<file path="config.mk">
export PLATFORM = sky130hd
export DESIGN_NAME = mem_access_unit_flat
export DESIGN_NICKNAME = d
export VERILOG_FILES = /design/src/rtl/mem_access_if.sv /design/src/rtl/mem_access_unit.sv /design/src/flat_wrapper.sv
export SDC_FILE = /design/constraint.sdc
export NUM_CORES = 1
export LEC_CHECK = 0
export ABC_AREA = 1
export CAP_MARGIN = 20
export CORE_ASPECT_RATIO = 1.25
export CORE_MARGIN = 1
export CORE_UTILIZATION = 37
export CTS_CLUSTER_DIAMETER = 150
export DETAILED_ROUTE_END_ITERATION = 12
export GPL_ROUTABILITY_DRIVEN = 1
export PLACE_DENSITY = 0.94
export SYNTH_ARGS = -nofsm -noshare
export SYNTH_HDL_FRONTEND = slang
export SYNTH_SLANG_ARGS = --single-unit
</file>
<file path="constraint.sdc">
create_clock -name clk -period 2.25 [get_ports clk]
set_clock_uncertainty 0.2 [all_clocks]
set_input_delay 0.3375 -clock clk [delete_from_list [all_inputs] [get_ports clk]]
set_output_delay 0.3375 -clock clk [all_outputs]
set_load 0.1 [all_outputs]
</file>
<file path="src/rtl/mem_access_if.sv">
// Data-side SRAM-like bus between the memory access unit (master) and memory (slave).
interface mem_access_if #(
  parameter int ADDR_W = 32
);
  logic              data_req;
  logic              data_wr;
  logic [1:0]        data_size;
  logic [ADDR_W-1:0] data_addr;
  logic [31:0]       data_wdata;
  logic [3:0]        data_wstrb;
  logic              data_addr_ok;
  logic              data_data_ok;
  logic [31:0]       data_rdata;

  modport master (
    output data_req, data_wr, data_size, data_addr, data_wdata, data_wstrb,
    input  data_addr_ok, data_data_ok, data_rdata
  );

  modport slave (
    input  data_req, data_wr, data_size, data_addr, data_wdata, data_wstrb,
    output data_addr_ok, data_data_ok, data_rdata
  );
endinterface

</file>
<file path="src/rtl/mem_access_unit.sv">
// M-stage load/store unit: lane steering, strobes, load extension and pipeline stall.
// Define MEM_ADDR_EXC_EN to trap misaligned half/word accesses (adelM/adesM) instead of aligning them.
module mem_access_unit #(
  parameter int          ADDR_W      = 32,
  parameter logic [31:0] RDATA_RESET = 32'h0
) (
  input  logic              clk,
  input  logic              rst,
  input  logic              memenM,
  input  logic              memwriteM,
  input  logic [1:0]        memsizeM,
  input  logic              memsignedM,
  input  logic [ADDR_W-1:0] aluoutM,
  input  logic [31:0]       writedataM,
  output logic [31:0]       readdataM,
  output logic              stallM,
`ifdef MEM_ADDR_EXC_EN
  output logic              adelM,
  output logic              adesM,
`endif
  mem_access_if.master      bus
);
  typedef enum logic [1:0] {IDLE, DATA, DONE} state_e;

  state_e      state_q, state_d;
  logic [31:0] readdata_q, readdata_d;
  logic [1:0]  size_w, a;
  logic        misalign, req_c, complete;
  logic [7:0]  lb;
  logic [15:0] lh;
  logic [31:0] ext;

  assign size_w = (memsizeM == 2'd3) ? 2'd2 : memsizeM;
  assign a      = aluoutM[1:0];

`ifdef MEM_ADDR_EXC_EN
  logic adel_q, adel_d, ades_q, ades_d;
  assign misalign = ((size_w == 2'd1) && a[0]) || ((size_w == 2'd2) && (a != 2'd0));
  assign adelM    = adel_q;
  assign adesM    = ades_q;
`else
  assign misalign = 1'b0;
`endif

  // Lane steering always uses the naturally aligned lane of the access size.
  always_comb begin
    bus.data_wdata = writedataM;
    bus.data_wstrb = 4'b1111;
    case (size_w)
      2'd0: begin
        bus.data_wdata = {4{writedataM[7:0]}};
        bus.data_wstrb = 4'b0001 << a;
      end
      2'd1: begin
        bus.data_wdata = {2{writedataM[15:0]}};
        bus.data_wstrb = 4'b0011 << {a[1], 1'b0};
      end
      default: ;
    endcase
    if (!memwriteM) bus.data_wstrb = 4'b0000;
  end

  assign bus.data_wr   = memwriteM;
  assign bus.data_size = size_w;
  assign bus.data_addr = aluoutM;
  assign bus.data_req  = req_c;

  always_comb begin
    lb  = bus.data_rdata[{a, 3'b000} +: 8];
    lh  = a[1] ? bus.data_rdata[31:16] : bus.data_rdata[15:0];
    ext = bus.data_rdata;
    case (size_w)
      2'd0:    ext = {{24{memsignedM & lb[7]}}, lb};
      2'd1:    ext = {{16{memsignedM & lh[15]}}, lh};
      default: ;
    endcase
  end

  always_comb begin
    state_d    = state_q;
    readdata_d = readdata_q;
    req_c      = 1'b0;
    complete   = 1'b0;
    case (state_q)
      IDLE: if (memenM) begin
        if (misalign) begin
          state_d = DONE;
        end else begin
          req_c = 1'b1;
          // data_ok without the address handshake is stale and must not complete us.
          if (bus.data_addr_ok) begin
            if (bus.data_data_ok) begin
              state_d  = DONE;
              complete = 1'b1;
            end else begin
              state_d = DATA;
            end
          end
        end
      end
      DATA: if (bus.data_data_ok) begin
        state_d  = DONE;
        complete = 1'b1;
      end
      DONE:    state_d = IDLE;
      default: state_d = IDLE;
    endcase
    if (complete && !memwriteM) readdata_d = ext;
  end

`ifdef MEM_ADDR_EXC_EN
  always_comb begin
    adel_d = (state_q == IDLE) && memenM && misalign && !memwriteM;
    ades_d = (state_q == IDLE) && memenM && misalign &&  memwriteM;
  end

  always_ff @(posedge clk or posedge rst) begin
    if (rst) begin
      adel_q <= 1'b0;
      ades_q <= 1'b0;
    end else begin
      adel_q <= adel_d;
      ades_q <= ades_d;
    end
  end
`endif

  always_ff @(posedge clk or posedge rst) begin
    if (rst) begin
      state_q    <= IDLE;
      readdata_q <= RDATA_RESET;
    end else begin
      state_q    <= state_d;
      readdata_q <= readdata_d;
    end
  end

  assign readdataM = readdata_q;
  assign stallM    = memenM && (state_q != DONE);
endmodule
</file>
<file path="src/flat_wrapper.sv">
// flat-port wrapper written by rule: the top's interface ports become plain ports
module mem_access_unit_flat 
#(
  parameter int          ADDR_W      = 32,
  parameter logic [31:0] RDATA_RESET = 32'h0
)
  (clk, rst, memenM, memwriteM, memsizeM, memsignedM, aluoutM, writedataM, readdataM, stallM, bus_data_req, bus_data_wr, bus_data_size, bus_data_addr, bus_data_wdata, bus_data_wstrb, bus_data_addr_ok, bus_data_data_ok, bus_data_rdata);
  mem_access_if #(.ADDR_W(ADDR_W)) bus_i ();
  input  logic clk;
  input  logic rst;
  input  logic memenM;
  input  logic memwriteM;
  input  logic [1:0] memsizeM;
  input  logic memsignedM;
  input  logic [ADDR_W-1:0] aluoutM;
  input  logic [31:0] writedataM;
  output logic [31:0] readdataM;
  output logic stallM;
  output wire logic [$bits(bus_i.data_req)-1:0] bus_data_req;
  output wire logic [$bits(bus_i.data_wr)-1:0] bus_data_wr;
  output wire logic [$bits(bus_i.data_size)-1:0] bus_data_size;
  output wire logic [$bits(bus_i.data_addr)-1:0] bus_data_addr;
  output wire logic [$bits(bus_i.data_wdata)-1:0] bus_data_wdata;
  output wire logic [$bits(bus_i.data_wstrb)-1:0] bus_data_wstrb;
  input wire logic [$bits(bus_i.data_addr_ok)-1:0] bus_data_addr_ok;
  input wire logic [$bits(bus_i.data_data_ok)-1:0] bus_data_data_ok;
  input wire logic [$bits(bus_i.data_rdata)-1:0] bus_data_rdata;
  assign bus_data_req = bus_i.data_req;
  assign bus_data_wr = bus_i.data_wr;
  assign bus_data_size = bus_i.data_size;
  assign bus_data_addr = bus_i.data_addr;
  assign bus_data_wdata = bus_i.data_wdata;
  assign bus_data_wstrb = bus_i.data_wstrb;
  assign bus_i.data_addr_ok = bus_data_addr_ok;
  assign bus_i.data_data_ok = bus_data_data_ok;
  assign bus_i.data_rdata = bus_data_rdata;
  mem_access_unit #(.ADDR_W(ADDR_W), .RDATA_RESET(RDATA_RESET)) u_core (.clk(clk), .rst(rst), .memenM(memenM), .memwriteM(memwriteM), .memsizeM(memsizeM), .memsignedM(memsignedM), .aluoutM(aluoutM), .writedataM(writedataM), .readdataM(readdataM), .stallM(stallM), .bus(bus_i));
endmodule
</file>
Word-level counts from Yosys, hierarchy flattened
Cells that the tools add are included.

operators by class
  multiplexer cells = 17
  reduce and logical (&&, ||, !) cells = 6
  bitwise gates (word level) = 2
  divide/modulo/power cells = 0
  $lt $le $gt $ge = 0
  equality and inequality tests = 7
  multipliers = 0
  add/sub/neg operators = 0
  shift operators = 3

operators by type and width
  operator             number
  $pmux 32 s2          2
  $shiftx 32x6->8      1
  $mux 16              1
  $mux 2               5
  $ne 2x2->1 const B   4
  $pmux 4 s2           1
  $mux 1               5
  $eq 2x1->1 const B   2
  $logic_not 2->1      2
  $mux 4               1
  $pmux 2 s2           1
  $shl 1x2->4 const A  1
  $shl 2x2->4 const A  1
  $reduce_and 3->1     1
  $and 1x1->1          2
  $eq 2x2->1 const B   1
  $logic_and 1x1->1    2
  $pmux 1 s2           1
  $logic_not 1->1      1

word-level totals
  logic and storage cells = 37
  latch bits = 0
  bits in registers = 34
  memories kept = 0
  bits in read-only memories = 0
  memory bits (writable) = 0
  bits of input ports = 105
  output and inout bits = 105

Depth between registers and ports, before layout
  word-level depth = 5
  mapped depth = 10

Worst setup path before layout
Ideal clock, no wire load.

  path type = input -> output
  from = input port memsizeM[1]
  to = output port bus_data_wdata[10]
  required time = 1.712 ns
  stages = 6
  arrival = 2.960 ns
  slack = -1.247 ns
  path buffers = 2
  cells stage by stage = buf_6 > inv_6 > nand2_2 > inv_2 > clkbuf_1 > o21ai_0

on the way
  longest elaborated chain between the ends = 4
  elaborated cells on any way between the ends = 5

RTL lines
  item                                                  line                   RTL
  from (decl)                                           flat_wrapper.sv:13     input logic [1:0] memsizeM;
  $eq 2x2->1                                            mem_access_unit.sv:33  assign size_w = (memsizeM == 2'd3) ? 2'd2 : memsizeM;
  $mux 2 (*)                                            mem_access_unit.sv:33
  $eq 2x1->1 / $logic_not 2->1 (equally long branches)  mem_access_unit.sv:49  case (size_w)
  $pmux 32 s2 (*)                                       mem_access_unit.sv:49
  to (decl)                                             flat_wrapper.sv:23     output wire logic [$bits(bus_i.data_wdata)-1:0] bus_data_wdata;

Mark *: on every way between the ends. The rest lies on a longest branch, timed or not.

Final worst setup path
  from = input port memwriteM
  to = output port bus_data_wstrb[3]

on the way
  longest elaborated chain between the ends = 1

RTL lines
  item         line                   RTL
  from (decl)  flat_wrapper.sv:12     input logic memwriteM;
  $mux 4       mem_access_unit.sv:60  if (!memwriteM) bus.data_wstrb = 4'b0000;
  to (decl)    flat_wrapper.sv:24     output wire logic [$bits(bus_i.data_wstrb)-1:0] bus_data_wstrb;

Every way passes these cells.

==> flow_metrics.tcl <==
set metrics [dict create \
    crit_required_ns 1.71 \
    dpl.cell_count 629 \
    synth_cells 433 \
    critPathTopFamily "buffers and inverters" \
    drc_errors 0 \
    clk_pin_slew_ns 0.07 \
    postCtsSetupRepairBufs 0 \
    r2r_end "u_core.readdataM[7]$_DFFE_PP0P_" \
    reg2reg_from "u_core.state_q[1]$_DFFE_PP0P_" \
    worst_slack_ns 0.1686 \
    layout_common_cells "151 x nand2_1, 70 x clkdlybuf4s50_1, 49 x inv_1" \
    finalHoldViolCount 0 \
    drv_cap 0 \
    worst-path-buf-inv 2 \
    utilization_pct 64.97 \
    tightestPinTransition_ns 0.4341 \
    cts_htree_levels 2 \
    vias_per_cell 5.133 \
    die_h_um 98.50 \
    cpPeakStageDelay_ns 0.60 \
    cts.hold.buffers_added 0 \
    crit_fanout 4 \
    crit_path_end_kind "primary output" \
    wire_per_inst_um 15.96 \
    synth_area_um2 2756 \
    rrSetupSlack_ns 0.55 \
    setup_tns_ns 0 \
    postRouteAntennaNets 0 \
    timing.hold.ws_ns 0.2520 \
    finalNetCount 652 \
    diodes 0 \
    hpwl_um 8108 \
    grt_pass1_wl_um 15980 \
    synth_nets 538 \
    cp-startpoint "memwriteM" \
    syn_to_final_growth_pct 67.45 \
    drive_gt1_share_pct 21.94 \
    ys_types 24 \
    start_kind "input port" \
    power.leakage_uw 0.002345 \
    mostFrequentLayoutCell "nand2_1" \
    cts_tree "built" \
    grtUsageTotal_pct 26.77 \
    ys_warn_count 0 \
    crit_path_end "bus_data_wstrb[3]" \
    gp_congestion 0.9089 \
    fmax_ghz 0.4804 \
    core_area_um2 7104 \
    place_ws_ns -0.1778 \
    ios 210 \
    drt_iter0_markers 179 \
    grt_pass1_vias 3264 \
    clock-root-buffer "clkbuf_8" \
    syn_avg_cell_area_um2 6.366 \
    cts_buffer_depth 2 \
    row_count 34 \
    crit_chain "clkdlybuf4s50_1 > o21ai_1 > a21oi_1 > buf_12" \
    slowest_stage "clkdlybuf4s50_1" \
    cp.arrival_ns 1.54 \
    path_class "input port to primary output" \
    cts-buffers-inserted 5 \
    ys_seq_area_share_pct 30.87 \
    ff2ff_path_depth 8 \
    min_period_over_period_pct 92.51 \
    drv_slew 0 \
    final_cells 637 \
    clkLatencyLatePin_ns 0.28 \
    first_pass_iters 5 \
    dieArea_um2 7801 \
    overflow 0 \
    min_path_type "input port to asynchronous set/reset pin" \
    die_width_um 79.20 \
    vias 3270 \
    crit_cells 4 \
    maxSlewHeadroom_pct 71.06 \
    antenna_found_initial 3 \
    totalWireLength_um 10170 \
    grt_max_degree 35 \
    peakVddDrop_uv 886.0 \
    ys_seq_elements 34 \
    port_buffers 149 \
    setup_viol 0 \
    fin_crit_ns 2.081 \
    outcome "finished clean" \
    initial_core_util_pct 38.80 \
    rsz0062_at_grt "false" \
    cts_sinks 34 \
    power_density_nw_per_um2 881.7 \
]
-- sequential cells by signal, indices dropped and copies added, names as in the netlist --
signal,cells
u_core.state_q,2
u_core.readdataM,32
-- worst register-to-register path, delay by kind of cell (launching register included) --
family / cells / cell delay (ns)
DFF: 1 / 0.42
and+or+nand+nor: 5 / 0.52
AOI/OAI and AO/OA: 1 / 0.08
buffers and inverters: 2 / 0.36
-- synth_stat cells (all sizes together) --
library cell,n,area share (%)
nand2,155,21
nand3,39,7.4
dfrtp,34,31
a21oi,24,4.8
or2,23,5.2
o21ai,11,2.1
clkbuf,9,1.2
o211ai,8,2.2
nor2,23,3.4
nor3,2,0.36
buf,51,13
inv,54,7.5
-- final cells by class --
cell class | count | area, um^2
timing repair inverter | 1 | 6.256
multi-input combinational | 285 | 1341
inverter | 54 | 217.7
fill | 570 | 2489
clock buffer | 7 | 76.32
timing repair buffer | 166 | 2011
tap | 90 | 112.6
sequential | 34 | 850.8
-- worst min path at each step --
stage                     cells past startpoint  slack, ns                            start                               to
after floorplan                               1       0.28                              rst  u_core.readdataM[0]$_DFFE_PP0P_
after global placement                        2       0.27  u_core.readdataM[0]$_DFFE_PP0P_  u_core.readdataM[0]$_DFFE_PP0P_
after detailed placement                      2       0.27  u_core.readdataM[0]$_DFFE_PP0P_  u_core.readdataM[0]$_DFFE_PP0P_
after CTS                                     3       0.26                              rst  u_core.readdataM[3]$_DFFE_PP0P_
after global routing                          3       0.30                              rst  u_core.readdataM[3]$_DFFE_PP0P_
final                                         3       0.25                              rst  u_core.readdataM[3]$_DFFE_PP0P_
-- metal layers --
metal  share of wire (%)  GRT usage [%]  wire length [um]
met5                0.13              0                13
met4                 4.5          12.73               460
met3                  12          10.28              1231
met2                  51          47.75              5142
met1                  33          26.90              3318
-- cells by family after synthesis --
logic type	Yosys count	synth area share, %
buf+inv	114	22.15
compound gates	43	9.079
simple gates	242	37.90
flops	34	30.87
-- report_power, final --
group	switching, uW	internal (uW)
logic	2050	719
registers	98.3	772
clock network	213	213
-- metrics by stage --
step	area (um^2)	total power (uW)
final	4616	4070
after global routing	4616	4232
after CTS	4586	4076
after detailed placement	4499	3644
after global placement	4499	3605
after floorplan	2800	3082
-- repair_timing --
action	4_1_cts	5_1_grt
endpoints found under the hold margin	0	0
pin swaps	0	1
setup endpoints to repair	19	18
cloned	0	1
resized for setup	3	8
Note: power is estimated with default switching activity, not from simulation.
